==> config.mk <==
export PLATFORM = sky130hd
export DESIGN_NAME = hs32_agu
export DESIGN_NICKNAME = d
export VERILOG_FILES = /design/src/rtl/hs32_pkg.sv /design/src/rtl/hs32_skid2.sv /design/src/rtl/hs32_agu.sv
export SDC_FILE = /design/constraint.sdc
export NUM_CORES = 1
export LEC_CHECK = 0
export BUFFER_PORTS_ARGS = -buffer_cell sky130_fd_sc_hd__buf_4
export CAP_MARGIN = 20
export CORE_MARGIN = 2
export CORE_UTILIZATION = 40
export DETAILED_ROUTE_END_ITERATION = 12
export GPL_TIMING_DRIVEN = 0
export SETUP_SLACK_MARGIN = 0.02
export SYNTH_ARGS = -nofsm -noshare
export SYNTH_HDL_FRONTEND = slang
export SYNTH_SLANG_ARGS = --single-unit
==> constraint.sdc <==
create_clock -name clk -period 13.5 [get_ports clk]
set_clock_uncertainty 0.15 [all_clocks]
set_input_delay 2.7 -clock clk [delete_from_list [all_inputs] [get_ports clk]]
set_output_delay 2.7 -clock clk [all_outputs]
set_load 0.01 [all_outputs]
==> src/rtl/hs32_pkg.sv <==
// Shared types for the hs32 address-generation stage: the stage-2/stage-3
// memory-op packets, the access-size encoding and store-lane replication.
package hs32_pkg;

  typedef enum logic [1:0] {
    SZ_BYTE  = 2'd0,
    SZ_HALF  = 2'd1,
    SZ_WORD  = 2'd2,
    SZ_WORD3 = 2'd3
  } hs32_size_e;

  typedef struct packed {
    logic        store;
    logic [1:0]  size;
    logic [3:0]  rd;
    logic        pre;
    logic        wb_base;
    logic [31:0] base;
    logic [15:0] offset;
    logic [31:0] sdata;
  } hs32_s2pkt;

  typedef struct packed {
    logic [31:0] addr;
    logic [31:0] wdata;
    logic        write;
    logic [1:0]  size;
    logic [3:0]  rd;
    logic        wb_base;
    logic [31:0] base_nxt;
  } hs32_s3pkt;

  // Copy the active store bytes onto every lane; size 3 behaves as a word.
  function automatic logic [31:0] lane_replicate(input logic [1:0] size, input logic [31:0] sdata);
    logic [31:0] lanes;
    case (hs32_size_e'(size))
      SZ_BYTE: lanes = {4{sdata[7:0]}};
      SZ_HALF: lanes = {2{sdata[15:0]}};
      default: lanes = sdata;
    endcase
    return lanes;
  endfunction

endpackage

==> src/rtl/hs32_skid2.sv <==
// Two-entry in-order skid buffer whose upstream ready is a flop, so downstream
// back-pressure never reaches the producer combinationally.
module hs32_skid2 #(
  parameter int W     = 8,
  parameter int DEPTH = 2
) (
  input  logic         clk,
  input  logic         reset,
  input  logic         flush_i,
  input  logic         valid_i,
  output logic         ready_o,
  input  logic [W-1:0] data_i,
  output logic         valid_o,
  input  logic         ready_i,
  output logic [W-1:0] data_o
);

  if (DEPTH != 2) begin : g_depth_check
    $error("hs32_skid2: only DEPTH=2 is supported");
  end

  logic         main_valid_r, main_valid_s;
  logic         skid_valid_r, skid_valid_s;
  logic [W-1:0] main_data_r, main_data_s;
  logic [W-1:0] skid_data_r, skid_data_s;
  logic         ready_r;
  logic         in_fire_s;

  // Next-state selection: MAIN refills from SKID first, then from the input.
  always_comb begin
    main_valid_s = main_valid_r;
    main_data_s  = main_data_r;
    skid_valid_s = skid_valid_r;
    skid_data_s  = skid_data_r;
    in_fire_s    = valid_i && ready_r;
    if (flush_i) begin
      main_valid_s = 1'b0;
      skid_valid_s = 1'b0;
    end else if (!main_valid_r || ready_i) begin
      if (skid_valid_r) begin
        main_valid_s = 1'b1;
        main_data_s  = skid_data_r;
        skid_valid_s = 1'b0;
      end else if (in_fire_s) begin
        main_valid_s = 1'b1;
        main_data_s  = data_i;
      end else begin
        main_valid_s = 1'b0;
      end
    end else if (in_fire_s) begin
      skid_valid_s = 1'b1;
      skid_data_s  = data_i;
    end else begin
      skid_valid_s = skid_valid_r;
    end
  end

  // Entry registers; ready tracks the emptiness of SKID after this edge.
  always_ff @(posedge clk or posedge reset) begin
    if (reset) begin
      main_valid_r <= 1'b0;
      skid_valid_r <= 1'b0;
      main_data_r  <= '0;
      skid_data_r  <= '0;
      ready_r      <= 1'b1;
    end else begin
      main_valid_r <= main_valid_s;
      skid_valid_r <= skid_valid_s;
      main_data_r  <= main_data_s;
      skid_data_r  <= skid_data_s;
      ready_r      <= !skid_valid_s;
    end
  end

  assign ready_o = ready_r;
  assign valid_o = main_valid_r;
  assign data_o  = main_data_r;

endmodule

==> src/rtl/hs32_agu.sv <==
// Address generation ahead of hs32_lsu: effective address, store-lane
// replication and alignment checking, delivered through a registered skid buffer.
module hs32_agu
  import hs32_pkg::*;
#(
  parameter int DEPTH             = 2,
  parameter bit FAULT_ON_MISALIGN = 1'b1
) (
  input  logic                    clk,
  input  logic                    reset,
  input  logic                    flush_i,
  input  logic                    valid_i,
  output logic                    ready_o,
  input  logic [$bits(hs32_s2pkt)-1:0] data_i,
  output logic                    valid_o,
  input  logic                    ready_i,
  output logic [$bits(hs32_s3pkt)-1:0] data_o,
  output logic                    fault_o,
  output logic [31:0]             fault_addr_o
);

  hs32_s2pkt   pkt_s;
  hs32_s3pkt   out_s;
  logic [31:0] sext_s, base_nxt_s, addr_s, aligned_s;
  logic        mis_s, accept_s, drop_s, enq_s, ready_s;
  logic        fault_r;
  logic [31:0] fault_addr_r;

  // Address arithmetic, alignment check and outgoing packet assembly.
  always_comb begin
    pkt_s      = hs32_s2pkt'(data_i);
    sext_s     = {{16{pkt_s.offset[15]}}, pkt_s.offset};
    base_nxt_s = pkt_s.base + sext_s;
    addr_s     = pkt_s.pre ? base_nxt_s : pkt_s.base;
    case (hs32_size_e'(pkt_s.size))
      SZ_BYTE: begin
        mis_s     = 1'b0;
        aligned_s = addr_s;
      end
      SZ_HALF: begin
        mis_s     = addr_s[0];
        aligned_s = {addr_s[31:1], 1'b0};
      end
      default: begin
        mis_s     = |addr_s[1:0];
        aligned_s = {addr_s[31:2], 2'b00};
      end
    endcase
    // With faulting enabled only aligned ops get here, so aligned_s == addr_s.
    out_s.addr     = aligned_s;
    out_s.wdata    = pkt_s.store ? lane_replicate(pkt_s.size, pkt_s.sdata) : 32'd0;
    out_s.write    = pkt_s.store;
    out_s.size     = pkt_s.size;
    out_s.rd       = pkt_s.rd;
    out_s.wb_base  = pkt_s.wb_base;
    out_s.base_nxt = base_nxt_s;
  end

  assign accept_s = valid_i && ready_s && !flush_i;
  assign drop_s   = FAULT_ON_MISALIGN && mis_s;
  assign enq_s    = valid_i && !flush_i && !drop_s;

  // Fault pulse one cycle after a dropped op; the address is held until the next one.
  always_ff @(posedge clk or posedge reset) begin
    if (reset) begin
      fault_r      <= 1'b0;
      fault_addr_r <= 32'd0;
    end else begin
      fault_r <= accept_s && drop_s;
      if (accept_s && drop_s) begin
        fault_addr_r <= addr_s;
      end else begin
        fault_addr_r <= fault_addr_r;
      end
    end
  end

  hs32_skid2 #(
    .W     ($bits(hs32_s3pkt)),
    .DEPTH (DEPTH)
  ) u_skid (
    .clk     (clk),
    .reset   (reset),
    .flush_i (flush_i),
    .valid_i (enq_s),
    .ready_o (ready_s),
    .data_i  (out_s),
    .valid_o (valid_o),
    .ready_i (ready_i),
    .data_o  (data_o)
  );

  assign ready_o      = ready_s;
  assign fault_o      = fault_r;
  assign fault_addr_o = fault_addr_r;

endmodule

[After elaboration in Yosys (flattened, before gate mapping)]
Cells that the tools add are included.
Cells by class
  add/sub/neg operators: 1
  equality and inequality tests: 1
  mux-type cells: 14
  bitwise logic cells: 2
  reduce and logical (&&, ||, !) cells: 17
Operators with widths (number)
  two-way mux 104 bit: 2
  two-way mux 32 bit: 2
  case mux 32 bit (2 select lines): 1
  adder 32 bit: 1
  two-way mux 1 bit: 7
  logical AND 1 bit: 6
  AND reduction 3 bit: 2
  logical NOT 1 bit: 4
  case mux 2 bit (2 select lines): 1
  nonzero test 2 bit: 2
  == test 2 x 1 -> 1 bit (second input constant): 1
  logical NOT 2 bit: 1
  inverter 1 bit: 2
  case mux 1 bit (2 select lines): 1
  OR reduction 2 bit: 1
  logical OR 1 bit: 1
Storage, ports and cells
  register bits: 244
  bits of input ports: 94
  output and inout bits: 139
  logic and storage cells: 42

[Depth between registers and ports, before layout]
  depth in word-level cells: 11
  depth in mapped cells: 12
  mapped depth without buffers: 11

[By module]
Synthesis repeated with hierarchy kept, for this count alone.
Unflattened totals
  cells, all modules: 1062
  area, all modules: 13167.6 µm²
Modules (own cells, without submodules)
  hs32_skid2: times used 1, cells each 568, area each 9122.5 µm², seq. area each 5281.3 µm²
  hs32_agu: times used 1, cells each 494, area each 4045.1 µm², seq. area each 825.8 µm²

[Worst setup path after synthesis]
No wires, ideal clock.
  kind: input -> register
  start point: input data_i[45]
  end point: register u_skid.main_data_r[96], in the netlist u_skid.data_o[96]
  library setup time: 0.126 ns
  data arrival time: 5.093 ns
  required time: 13.224 ns
  setup slack: 8.131 ns
  stages: 10
  buffers on the path: 1
  path through: ha_1 -> buf_6 -> a21o_1 -> a221o_1 -> a221o_1 -> a221o_2 -> a31oi_4 -> xor2_2 -> mux2i_2 -> a221o_1
On the way
  cells in the longest elaborated chain, start to end: 4
RTL lines
  start: declaration: RTL line hs32_agu.sv:14  | input logic [$bits(hs32_s2pkt)-1:0] data_i,
  adder 32 bit: RTL line hs32_agu.sv:33  | base_nxt_s = pkt_s.base + sext_s;
  two-way mux 32 bit: RTL line hs32_agu.sv:34  | addr_s = pkt_s.pre ? base_nxt_s : pkt_s.base;
  two-way mux 104 bit: RTL line hs32_skid2.sv:44  | end else if (in_fire_s) begin
  two-way mux 104 bit: RTL line hs32_skid2.sv:40  | if (skid_valid_r) begin
  end signal: assignment: RTL line hs32_skid2.sv:69  | main_data_r <= main_data_s;
  end: declaration: RTL line hs32_skid2.sv:24  | logic [W-1:0] main_data_r, main_data_s;
Every way passes these cells. The select of a mux whose other input is x is not followed.
A chain may end at the register's enable or synchronous reset.

[Worst setup path in the final report]
  start point: input data_i[32]
  end point: register u_skid.main_data_r[33], in the netlist u_skid.data_o[33]
On the way
  cells in the longest elaborated chain, start to end: 9
RTL lines
  adder 32 bit: RTL line hs32_agu.sv:33
  net base_nxt_s[1]: RTL line hs32_agu.sv:24  | logic [31:0] sext_s, base_nxt_s, addr_s, aligned_s;
  two-way mux 32 bit: RTL line hs32_agu.sv:34
  OR reduction 2 bit: RTL line hs32_agu.sv:45  | mis_s = |addr_s[1:0];
  case mux 1 bit (2 select lines): RTL line hs32_agu.sv:35  | case (hs32_size_e'(pkt_s.size))
  logical NOT 1 bit: RTL line hs32_agu.sv:61  | assign enq_s = valid_i && !flush_i && !drop_s;
  logical AND 1 bit: RTL line hs32_agu.sv:61
  logical AND 1 bit: RTL line hs32_skid2.sv:35  | in_fire_s = valid_i && ready_r;
  nonzero test 2 bit (no source line)
  AND reduction 3 bit (no source line)
The timed path passes the listed nets, and every way through them passes these cells.

==> impl_metrics.tcl <==
set metrics [dict create \
    outcome "completed" \
    setup_viol 0 \
    yosysWarnings 0 \
    syn_inst 1298 \
    syn-cell-area_um2 12200 \
    start_util 0.403 \
    tightest_slew_ps 1030 \
    ff2ff_path_depth 5 \
    rsz0062_at_grt "false" \
    grt_remaining_overflow 0 \
    die_h_um 179 \
    hp-start "u_skid.skid_data_r[25]$_DFFE_PP0P_" \
    wirelength_mm 40.8 \
    r2r_slack_ps 10430 \
    cts_buffers 28 \
    synth_cell_type_count 62 \
    hold_violations 0 \
    async_reset_ff_frac 1.00 \
    ys_seq_area_frac 0.499 \
    register_area_um2 6110 \
    core_area_um2 30300 \
    hold_depth 2 \
    wl_per_cell_um 20.6 \
    nFillCells 2909 \
    grt_usage 0.252 \
    yosysMostFrequentCell "dfrtp_1" \
    cts_max_level 1 \
    r2r_start "u_skid.ready_o$_DFF_PP1_" \
    synthTopCellsByArea "dfrtp_1 50%, a21oi_1 7.2%, mux2_2 5.7%" \
    drt_iter0_markers 916 \
    leakage_uw 0.00743 \
    antenna_left 0 \
    drive_gt1_frac 0.240 \
    slew_headroom 0.310 \
    cts_hold_buf 0 \
    cts_buffer_depth 3 \
    antenna_found_initial 0 \
    num-nets-final 1686 \
    slew_viol_final 0 \
    grt_pass1_vias 10630 \
    io_buffers 231 \
    dpl.hpwl_mm 29.9 \
    ir_worst_vdd_mv 0.105 \
    ctsResizeCount 0 \
    power_density_nw_per_um2 161 \
    clk_pin_slew_worst_paths_ps 60 \
    root_buffer "clkbuf_16" \
    clock_insertion_delay_worst_skew_ps 550 \
    min_to "u_skid.skid_data_r[25]$_DFFE_PP0P_" \
    dieArea_um2 32000 \
    slowest_stage "fa_1" \
    synthesis.nets 1424 \
    area_delta_synth_final_pct 26.9 \
    path_buf_inv 3 \
    die_w_um 179 \
    synth_top_area_share 0.497 \
    avgViaCountPerCell 5.43 \
    path_cells "buf_4 > ha_1 > fa_1 > mux2i_1 > nand2_1 > a2111oi_2 > nor2_1 > nor3_2 > clkbuf_1 > buf_2 > a21oi_1" \
    grt_max_degree 124 \
    synth_top_area_cell "dfrtp_1" \
    drtPass1Iterations 5 \
    synth_flop_cell "dfrtp_1" \
    start_kind "input port" \
    cp-end-kind "flop" \
    via_count 10740 \
    maxCapViolCount 0 \
    setup_tns_ps 0 \
    multiInputGateArea_um2 5710 \
    min_period_ps 5890 \
    dp.cells 1926 \
    place.gp.congestion 0.918 \
    cp_max_fo 10 \
    instances_no_fill 1978 \
    synth_commonest_cells "243 x dfrtp_1, 183 x nand2_1, 176 x a21oi_1" \
    avgSynthCellArea_um2 9.43 \
    finalCritPeriodShare 0.437 \
    cp.arrival_ps 6150 \
    r2r-end "fault_addr_o[15]$_DFFE_PP0P_" \
    io_pins 233 \
    critPathMaxStageDelay_ps 490 \
    drc 0 \
    critPathKind "input port to flop" \
    fmax_mhz 170 \
    synth_edf_count 0 \
    cts_num_sinks 244 \
    post-cts-setup-buffers 0 \
    row_count 64 \
    cts_tree "yes" \
    ys_ff_latch 244 \
    cp_top_family "buffers and inverters" \
    grt_pass1_wl_mm 61.4 \
    min-delay-path-class "flop to flop" \
    crit_required_ps 13760 \
]
logic make-up (layout without fill, tap and decap cells):
kind of cell | Yosys count | count (layout) | synth area share
AO/OA/AOI/OAI | 372 | 372 | 0.169
multiplexers | 121 | 121 | 0.106
XOR/XNOR | 30 | 30 | 0.0221
AND/OR/NAND/NOR | 403 | 403 | 0.137
flip-flops | 244 | 244 | 0.499
buffers and inverters | 96 | 379 | 0.0348
other | 0 | 1 | 0
adder cells (fa/ha/maj) | 32 | 32 | 0.0333
metrics by stage:
step | total power [uW] | util | hold slack (ps) | area, um^2 | worst slack, ps
after floorplan | 1330 | - | 292 | 12200 | 3950
after global placement | 1670 | 0.477 | 305 | 14500 | 905
after detailed placement | 1680 | 0.478 | 311 | 14500 | 7060
after CTS | 2520 | 0.512 | 325 | 15500 | 7640
after global routing | 2630 | 0.512 | 340 | 15500 | 7190
final | 2500 | 0.512 | 323 | 15500 | 7610
sequential cells by signal (all words and copies together) (netlist names):
| signal | flops |
|---|---|
| u_skid.data_o | 104 |
| fault_addr_o | 32 |
| u_skid.skid_data_r | 104 |
| u_skid.ready_o | 1 |
| u_skid.valid_o | 1 |
| fault_o | 1 |
| u_skid.skid_valid_r | 1 |
power breakdown:
part | internal [uW] | leakage, uW | total, uW | switching [uW]
combinational | 320 | 0.00386 | 663 | 343
sequential | 896 | 0.00306 | 1000 | 108
clock | 526 | 0.000506 | 836 | 310
total | 1740 | 0.00743 | 2500 | 761
metal layers:
metal,vias to the layer above,routed length (um),global-route usage
met5,-,0,0
met1,5309,17900,0.346
li1,5031,-,-
met3,56,2330,0.0271
met4,0,895,0.0694
met2,344,19700,0.421
area by class of cell:
class / count / share of cell area
clock buffers: 42 / 0.0543
inverters: 15 / 0.00411
multi-input cells: 958 / 0.367
clock inverters: 9 / 0.0119
diodes: 1 / 0.000161
plain buffers: 81 / 0.0238
repair buffers: 232 / 0.113
flip-flops and latches: 244 / 0.393
well taps: 396 / 0.0319
cells in the final DEF, fill, tap and decap left out, types with 15 or more instances in the layout:
cell type	count
a21oi_1	176
clkbuf_1	61
dfrtp_1	243
mux2i_1	58
mux2_2	62
nand2_1	183
xnor2_1	22
buf_4	234
clkbuf_16	28
ha_1	31
nor2_1	158
o21ai_0	129
buf_2	15
how the worst max path moves through the flow:
stage,startpoint,end,slack (ps),cells after the start
6_report,data_i[32],u_skid.data_o[33]$_DFFE_PP0P_,7610,11
3_3_place_gp,reset,u_skid.data_o[32]$_DFFE_PP0P_,900,2
3_5_place_dp,data_i[32],u_skid.data_o[93]$_DFFE_PP0P_,7060,11
4_1_cts,data_i[32],u_skid.data_o[92]$_DFFE_PP0P_,7640,11
2_1_floorplan,reset,fault_addr_o[0]$_DFFE_PP0P_,3950,1
5_1_grt,data_i[32],u_skid.data_o[98]$_DFFE_PP0P_,7190,11
worst min-delay path, delay by kind of cell, from the launching register on:
| kind | cells | cell delay, ps |
|---|---|---|
| AND/OR/NAND/NOR | 1 | 50 |
| flip-flops | 1 | 330 |
| AO/OA/AOI/OAI | 1 | 60 |
Note: power is estimated with default switching activity, not from simulation.
